--- src/rtl/logic_op_fifo.sv ---
// Four-mode bitwise logic unit (AND/OR/XOR/NAND) whose results are buffered in a
// DEPTH-entry show-ahead FIFO with valid/ready on both sides, occupancy and high-water mark.
module logic_op_fifo #(
    parameter int WIDTH = 8,
    parameter int DEPTH = 123,
    localparam int PTR_W = $clog2(DEPTH),
    localparam int CNT_W = $clog2(DEPTH + 1)
) (
    input  logic             clk,
    input  logic             rst,
    input  logic             clr,
    input  logic             in_valid,
    output logic             in_ready,
    input  logic [WIDTH-1:0] a,
    input  logic [WIDTH-1:0] b,
    input  logic [1:0]       op,
    output logic             out_valid,
    input  logic             out_ready,
    output logic [WIDTH-1:0] c,
    output logic [CNT_W-1:0] count,
    output logic [CNT_W-1:0] max_count
);

    logic [WIDTH-1:0] mem [DEPTH];
    logic [PTR_W-1:0] wrPtr_q, wrPtr_d;
    logic [PTR_W-1:0] rdPtr_q, rdPtr_d;
    logic [CNT_W-1:0] count_q, count_d;
    logic [CNT_W-1:0] maxCount_q, maxCount_d;
    logic [WIDTH-1:0] result;
    logic             push;
    logic             pop;

    assign in_ready  = (count_q != CNT_W'(DEPTH));
    assign out_valid = (count_q != '0);
    assign push      = in_valid & in_ready;
    assign pop       = out_valid & out_ready;
    assign c         = out_valid ? mem[rdPtr_q] : '0;
    assign count     = count_q;
    assign max_count = maxCount_q;

    always_comb begin
        result = '0;
        case (op)
            2'b00:   result = a & b;
            2'b01:   result = a | b;
            2'b10:   result = a ^ b;
            default: result = ~(a & b);
        endcase
    end

    // Pointers wrap at DEPTH-1 so non-power-of-two depths use every entry.
    always_comb begin
        wrPtr_d    = wrPtr_q;
        rdPtr_d    = rdPtr_q;
        count_d    = count_q;
        maxCount_d = maxCount_q;
        if (clr) begin
            wrPtr_d = '0;
            rdPtr_d = '0;
            count_d = '0;
        end else begin
            if (push) begin
                wrPtr_d = (wrPtr_q == PTR_W'(DEPTH - 1)) ? '0 : wrPtr_q + 1'b1;
            end
            if (pop) begin
                rdPtr_d = (rdPtr_q == PTR_W'(DEPTH - 1)) ? '0 : rdPtr_q + 1'b1;
            end
            case ({push, pop})
                2'b10:   count_d = count_q + 1'b1;
                2'b01:   count_d = count_q - 1'b1;
                default: count_d = count_q;
            endcase
        end
        if (count_d > maxCount_q) begin
            maxCount_d = count_d;
        end
    end

    always_ff @(posedge clk or posedge rst) begin
        if (rst) begin
            wrPtr_q    <= '0;
            rdPtr_q    <= '0;
            count_q    <= '0;
            maxCount_q <= '0;
        end else begin
            wrPtr_q    <= wrPtr_d;
            rdPtr_q    <= rdPtr_d;
            count_q    <= count_d;
            maxCount_q <= maxCount_d;
        end
    end

    // Storage carries no reset; entries are only observable while out_valid is high.
    always_ff @(posedge clk) begin
        if (push && !clr) begin
            mem[wrPtr_q] <= result;
        end
    end

endmodule

--- config.mk ---
export PLATFORM = sky130hd
export DESIGN_NAME = logic_op_fifo
export DESIGN_NICKNAME = d
export VERILOG_FILES = /design/src/rtl/logic_op_fifo.sv
export SDC_FILE = /design/constraint.sdc
export NUM_CORES = 1
export LEC_CHECK = 0
export BUFFER_PORTS_ARGS = -buffer_cell sky130_fd_sc_hd__buf_2
export CAP_MARGIN = 20
export CELL_PAD_IN_SITES_DETAIL_PLACEMENT = 1
export CELL_PAD_IN_SITES_GLOBAL_PLACEMENT = 1
export CORE_MARGIN = 8
export CORE_UTILIZATION = 58
export CTS_BUF_LIST = sky130_fd_sc_hd__clkbuf_2
export CTS_CLUSTER_SIZE = 28
export DETAILED_ROUTE_END_ITERATION = 8
export PLACE_DENSITY_LB_ADDON = 0.1
export SLEW_MARGIN = 20
export SYNTH_ARGS = -nofsm -noshare
export SYNTH_HDL_FRONTEND = slang
export SYNTH_SLANG_ARGS = --single-unit
--- constraint.sdc ---
create_clock -name clk -period 4.7 [get_ports clk]
set_clock_uncertainty 0.15 [all_clocks]
set_input_delay 0.235 -clock clk [delete_from_list [all_inputs] [get_ports clk]]
set_output_delay 0.235 -clock clk [all_outputs]
set_load 0.03 [all_outputs]
==> results.md <==
- The number of clock buffers added by TritonCTS is 239.
- Sequential cells were found to cover 73.68% of the synthesized design area.
- TritonCTS built the clock tree.
- For the worst-skew pair, the clock arrives at the later sink with an insertion delay of 1.45 ns.
- The share of the cycle needed by the critical path after routing is 99.78%.
- The count of routing violations after the opening detailed-route iteration is ~2,600.
- Dividing the detail-routed wire length by the instance count gives ~30 um.
- The count of different cell masters after synthesis is 68.
- Data on the critical path arrives at its endpoint at approximately 4.3 ns.
- Leaving out fill and tap cells, the most frequent cells in the layout are 984 x sky130_fd_sc_hd__edfxtp_1, 341 x sky130_fd_sc_hd__clkbuf_2, 245 x sky130_fd_sc_hd__mux4_2.
- The final max-slew violation count is 0.
- The clock root buffer master is sky130_fd_sc_hd__clkbuf_2.
- The pin count of the biggest net entering global routing is 124.
- The die area is 0.07955 mm^2.
- The ratio of total power to cell area is ~470 mW/mm^2.
- The fill cell instance count of the final layout is about 6,000.
- The number of instances in the synthesized netlist is 2,085.
- After legalization and detailed placement, the total HPWL measured around 65 mm.
- The net count of the finished layout is 2,517.
- The die is roughly 280 um wide.
- The clock-pin transition on the worst setup and hold timing paths is 0.12 ns.
- The number of antenna violations at the first check in global routing is 1.
- The via count of the first global-routing pass is around 24,000.
- The tool flagged a number of max-cap violations equal to 0.
- The cell at the slowest stage of the critical path is sky130_fd_sc_hd__a221oi_4.
- The capturing element type of the critical path is an output pin.
- The final weighted congestion in routability-driven placement is roughly 0.85.
- The maximum VDD drop is 0.0003803 V.
- The fraction of met2 tracks used by global routing is 44.36%.
- In this run the tool buffered the top-level ports with 46 buffer cells.
- The area growth from synthesis to layout is 14.01%.
- The worst reg2reg path depth is 16.
- The vias after detailed routing is 22,670.
- Cells with a size suffix above 1 make up ~34% of the layout.
- The routed design has 109.4 mm of wire.
- After synthesis the netlist holds a flip-flop and latch count of 1,012.
- At the pin with the least slew margin, the transition time is 1.051 ns.
- Walking the worst path, the cells encountered are buf_12 -> buf_12 -> buf_12 -> mux2i_1 -> or3_1 -> o2111ai_1 -> a2bb2oi_2 -> o211ai_1 -> a221oi_4 -> buf_6.
- The flow ran to the end, and the final reports show no timing, DRC or antenna violations.
- Counting flops with an async set or reset pin after synthesis yields a share of under 10%.
- The core outline area is 0.07003 mm^2.
- Setup repair after global routing could not meet its margin everywhere.
- The final instance area is 0.04680 mm^2.
- The post-synthesis instance area is 0.04105 mm^2.
- The overall power of the completed layout is 22.21 mW.
- Along the worst hold path, the cell count comes to 6.
- The final critical delay including setup and external delays is roughly 4.7 ns.
- The number of top-level pins is 47.
- In the routed design, unresolved DRC markers number 0.
- The Yosys step of the flow raised 0 warnings.
- For flop-to-flop paths, the worst setup slack is about 0.18 ns.
- Dividing the synthesized area by the synthesized cell count gives 19.69 um^2.
- The largest stage delay on the critical path is 0.53 ns.
- The worst min-delay path category is input pin to register.
- The leakage power figure is about 16 nW.
- The clock passes through at most 3 buffers.
- For this run, global-route usage on met3 was measured as 6.268%.
- The clock drives 1,012 sinks.
- Global routing used between 20 and 30% of the available tracks.
- For the final routed database, the setup TNS stands at 0 ns.
- For this run the aggregate overflow at the end of global routing stands at 0.
- Once placement finished, the instance area stood at 0.04265 mm^2.
- When the netlist entered floorplanning its net count stood at 2,137.
- The fmax is 213.2 MHz.
- The H-tree was split into 4 levels.
- The worst pin sits at a relative slew slack of approximately 30%.
- The count of antenna-violating nets left after detailed routing is 0.
- The startpoint class of the critical path is a register.
- The layer with the highest usage after global routing is met2.
- The most instantiated flip-flop cell in the synthesis netlist is sky130_fd_sc_hd__edfxtp_1.
- The setup slack at placement is 0.1025 ns.
- The met1 usage in global routing is around 38%.
- Across all setup checks in the final design, the least slack found is 0.01013 ns.
- From bottom edge to top edge, the die measures around 280 um.
- The most common cell after layout, fill and taps aside is sky130_fd_sc_hd__edfxtp_1.
- The data required time of the worst path is 4.32 ns.
- The final-report setup violation count is 0.
- The final number of hold-violating endpoints is 0.
- Counting flops with a built-in enable in the synthesized netlist gives 984.
- The mean number of vias per cell is around 6.3.
- Measured on the finished design, the core utilization comes to 66.84%.
- The global-route wire length before repair is 160.8 mm.
- The number of iterations in the first detailed-routing pass is 5.
- The most common cell type on the critical path is sky130_fd_sc_hd__buf_12.
- In this run the worst path has a maximum fanout of 8.
- Once the floorplan was initialized, standard cells occupied around three fifths of the core.
- The type of the setup path with the least slack is register to output pin.
- The floorplan row count is 97.
## layout make-up
type,instances,area (um^2),share of cell area [%]
multi-input cells,918,10390,22.20
clock inverters,92,431.7,0.9223
clock buffers,340,1702,3.636
repair buffers,257,2690,5.748
inverters,37,147.6,0.3155
well taps,940,1176,2.513
diodes,1,2.502,0.005347
flip-flops and latches,1012,30270,64.66
## cell usage after synthesis (all sizes together), types with 4 or more instances
| cell | number | area [um^2] |
|---|---|---|
| edfxtp | 984 | 29550 |
| mux4 | 258 | 5886 |
| nor2 | 180 | 675.7 |
| buf | 74 | 571.8 |
| nand2 | 61 | 229.0 |
| mux2i | 48 | 480.5 |
| clkbuf | 44 | 165.2 |
| o21ai | 44 | 220.2 |
| inv | 37 | 138.9 |
| a21oi | 29 | 145.1 |
| ha | 29 | 362.9 |
| dfrtp | 28 | 700.7 |
| nand3 | 26 | 130.1 |
| nor2b | 22 | 137.6 |
| nor3 | 22 | 110.1 |
| a211oi | 18 | 135.1 |
| o22ai | 14 | 87.58 |
| mux2 | 12 | 135.1 |
| nand2b | 12 | 75.07 |
| a22oi | 11 | 92.58 |
| nor4 | 11 | 68.82 |
| or3 | 11 | 68.82 |
| o211ai | 10 | 75.07 |
| o31ai | 10 | 75.07 |
| a2111oi | 8 | 90.08 |
| and2 | 7 | 43.79 |
| a31oi | 6 | 37.54 |
| a221oi | 5 | 43.79 |
| and3b | 5 | 43.79 |
| nand3b | 5 | 37.54 |
| nor3b | 5 | 37.54 |
| nand4 | 4 | 25.02 |
| o221ai | 4 | 35.03 |
| or2 | 4 | 25.02 |
## worst max-delay path, delay by kind of cell, from the launching register on
kind	cells	cell delay, ns
buffers and inverters	4	0.63
AND/OR/NAND/NOR	1	0.33
multiplexers	1	0.13
flip-flops	1	0.52
AO/OA/AOI/OAI	4	1.24
## metrics by stage
step                hold WS [ns]  std cells
finish                    0.2035       3597
global route              0.1152       3597
CTS                    0.0009941       3583
detailed placement        0.1826       3043
global placement          0.1802       3043
floorplan                 0.1504       2085
## final timing paths
path / from / end
min in group asynchronous: rst / count[0]$_DFF_PP0_
min: a[3] / mem[25][3]$_DFFE_PP_
min reg2reg: max_count[0]$_DFFE_PP0N_ / max_count[0]$_DFFE_PP0N_
max: rdPtr_q[0]$_DFFE_PP0P_ / c[2]
max reg2reg: count[0]$_DFF_PP0_ / max_count[4]$_DFFE_PP0N_
max in group asynchronous: rst / rdPtr_q[6]$_DFFE_PP0P_
## power breakdown
| group | leakage [nW] | switching, mW | internal (mW) |
|---|---|---|---|
| registers | 9.43 | 0.0538 | 10.1 |
| clock network | 1.61 | 3.52 | 2.04 |
| logic | 4.49 | 3.39 | 3.09 |
| total | 15.5 | 6.96 | 15.2 |
## kinds of logic after synthesis
group / Yosys count / synth area share (%)
AOI/OAI and AO/OA: 185 / 3.087
xor gates and xnor gates: 4 / 0.08536
adders and majority gates: 29 / 0.8839
buffers and inverters: 155 / 2.134
DFF: 1012 / 73.68
muxes: 318 / 15.84
and+or+nand+nor: 382 / 4.288
## registers in the layout, summed over array words and instances (netlist names)
name and cells:
mem 984, count 7, max_count 7, rdPtr_q 7
wrPtr_q 7
## per-layer routing
metal,vias to the layer above,routed length (um),part of all wire [%]
met3,204,8885,8.1
met5,-,0,0
met2,1127,54000,49
met1,11910,42660,39
li1,9432,-,-
met4,0,3902,3.6
## what timing repair did
| item | 4_1_cts | 5_1_grt |
|---|---|---|
| hold buffers | 63 | 1 |
| setup endpoints to repair | 8 | 11 |
| gates resized for setup | 126 | 21 |
| hold endpoints to repair | 1835 | 22 |
| pin swaps | 26 | 12 |
| cloned | 9 | 0 |
| setup buffers | 37 | 12 |
No activity file was read; power rests on OpenSTA's default activity.
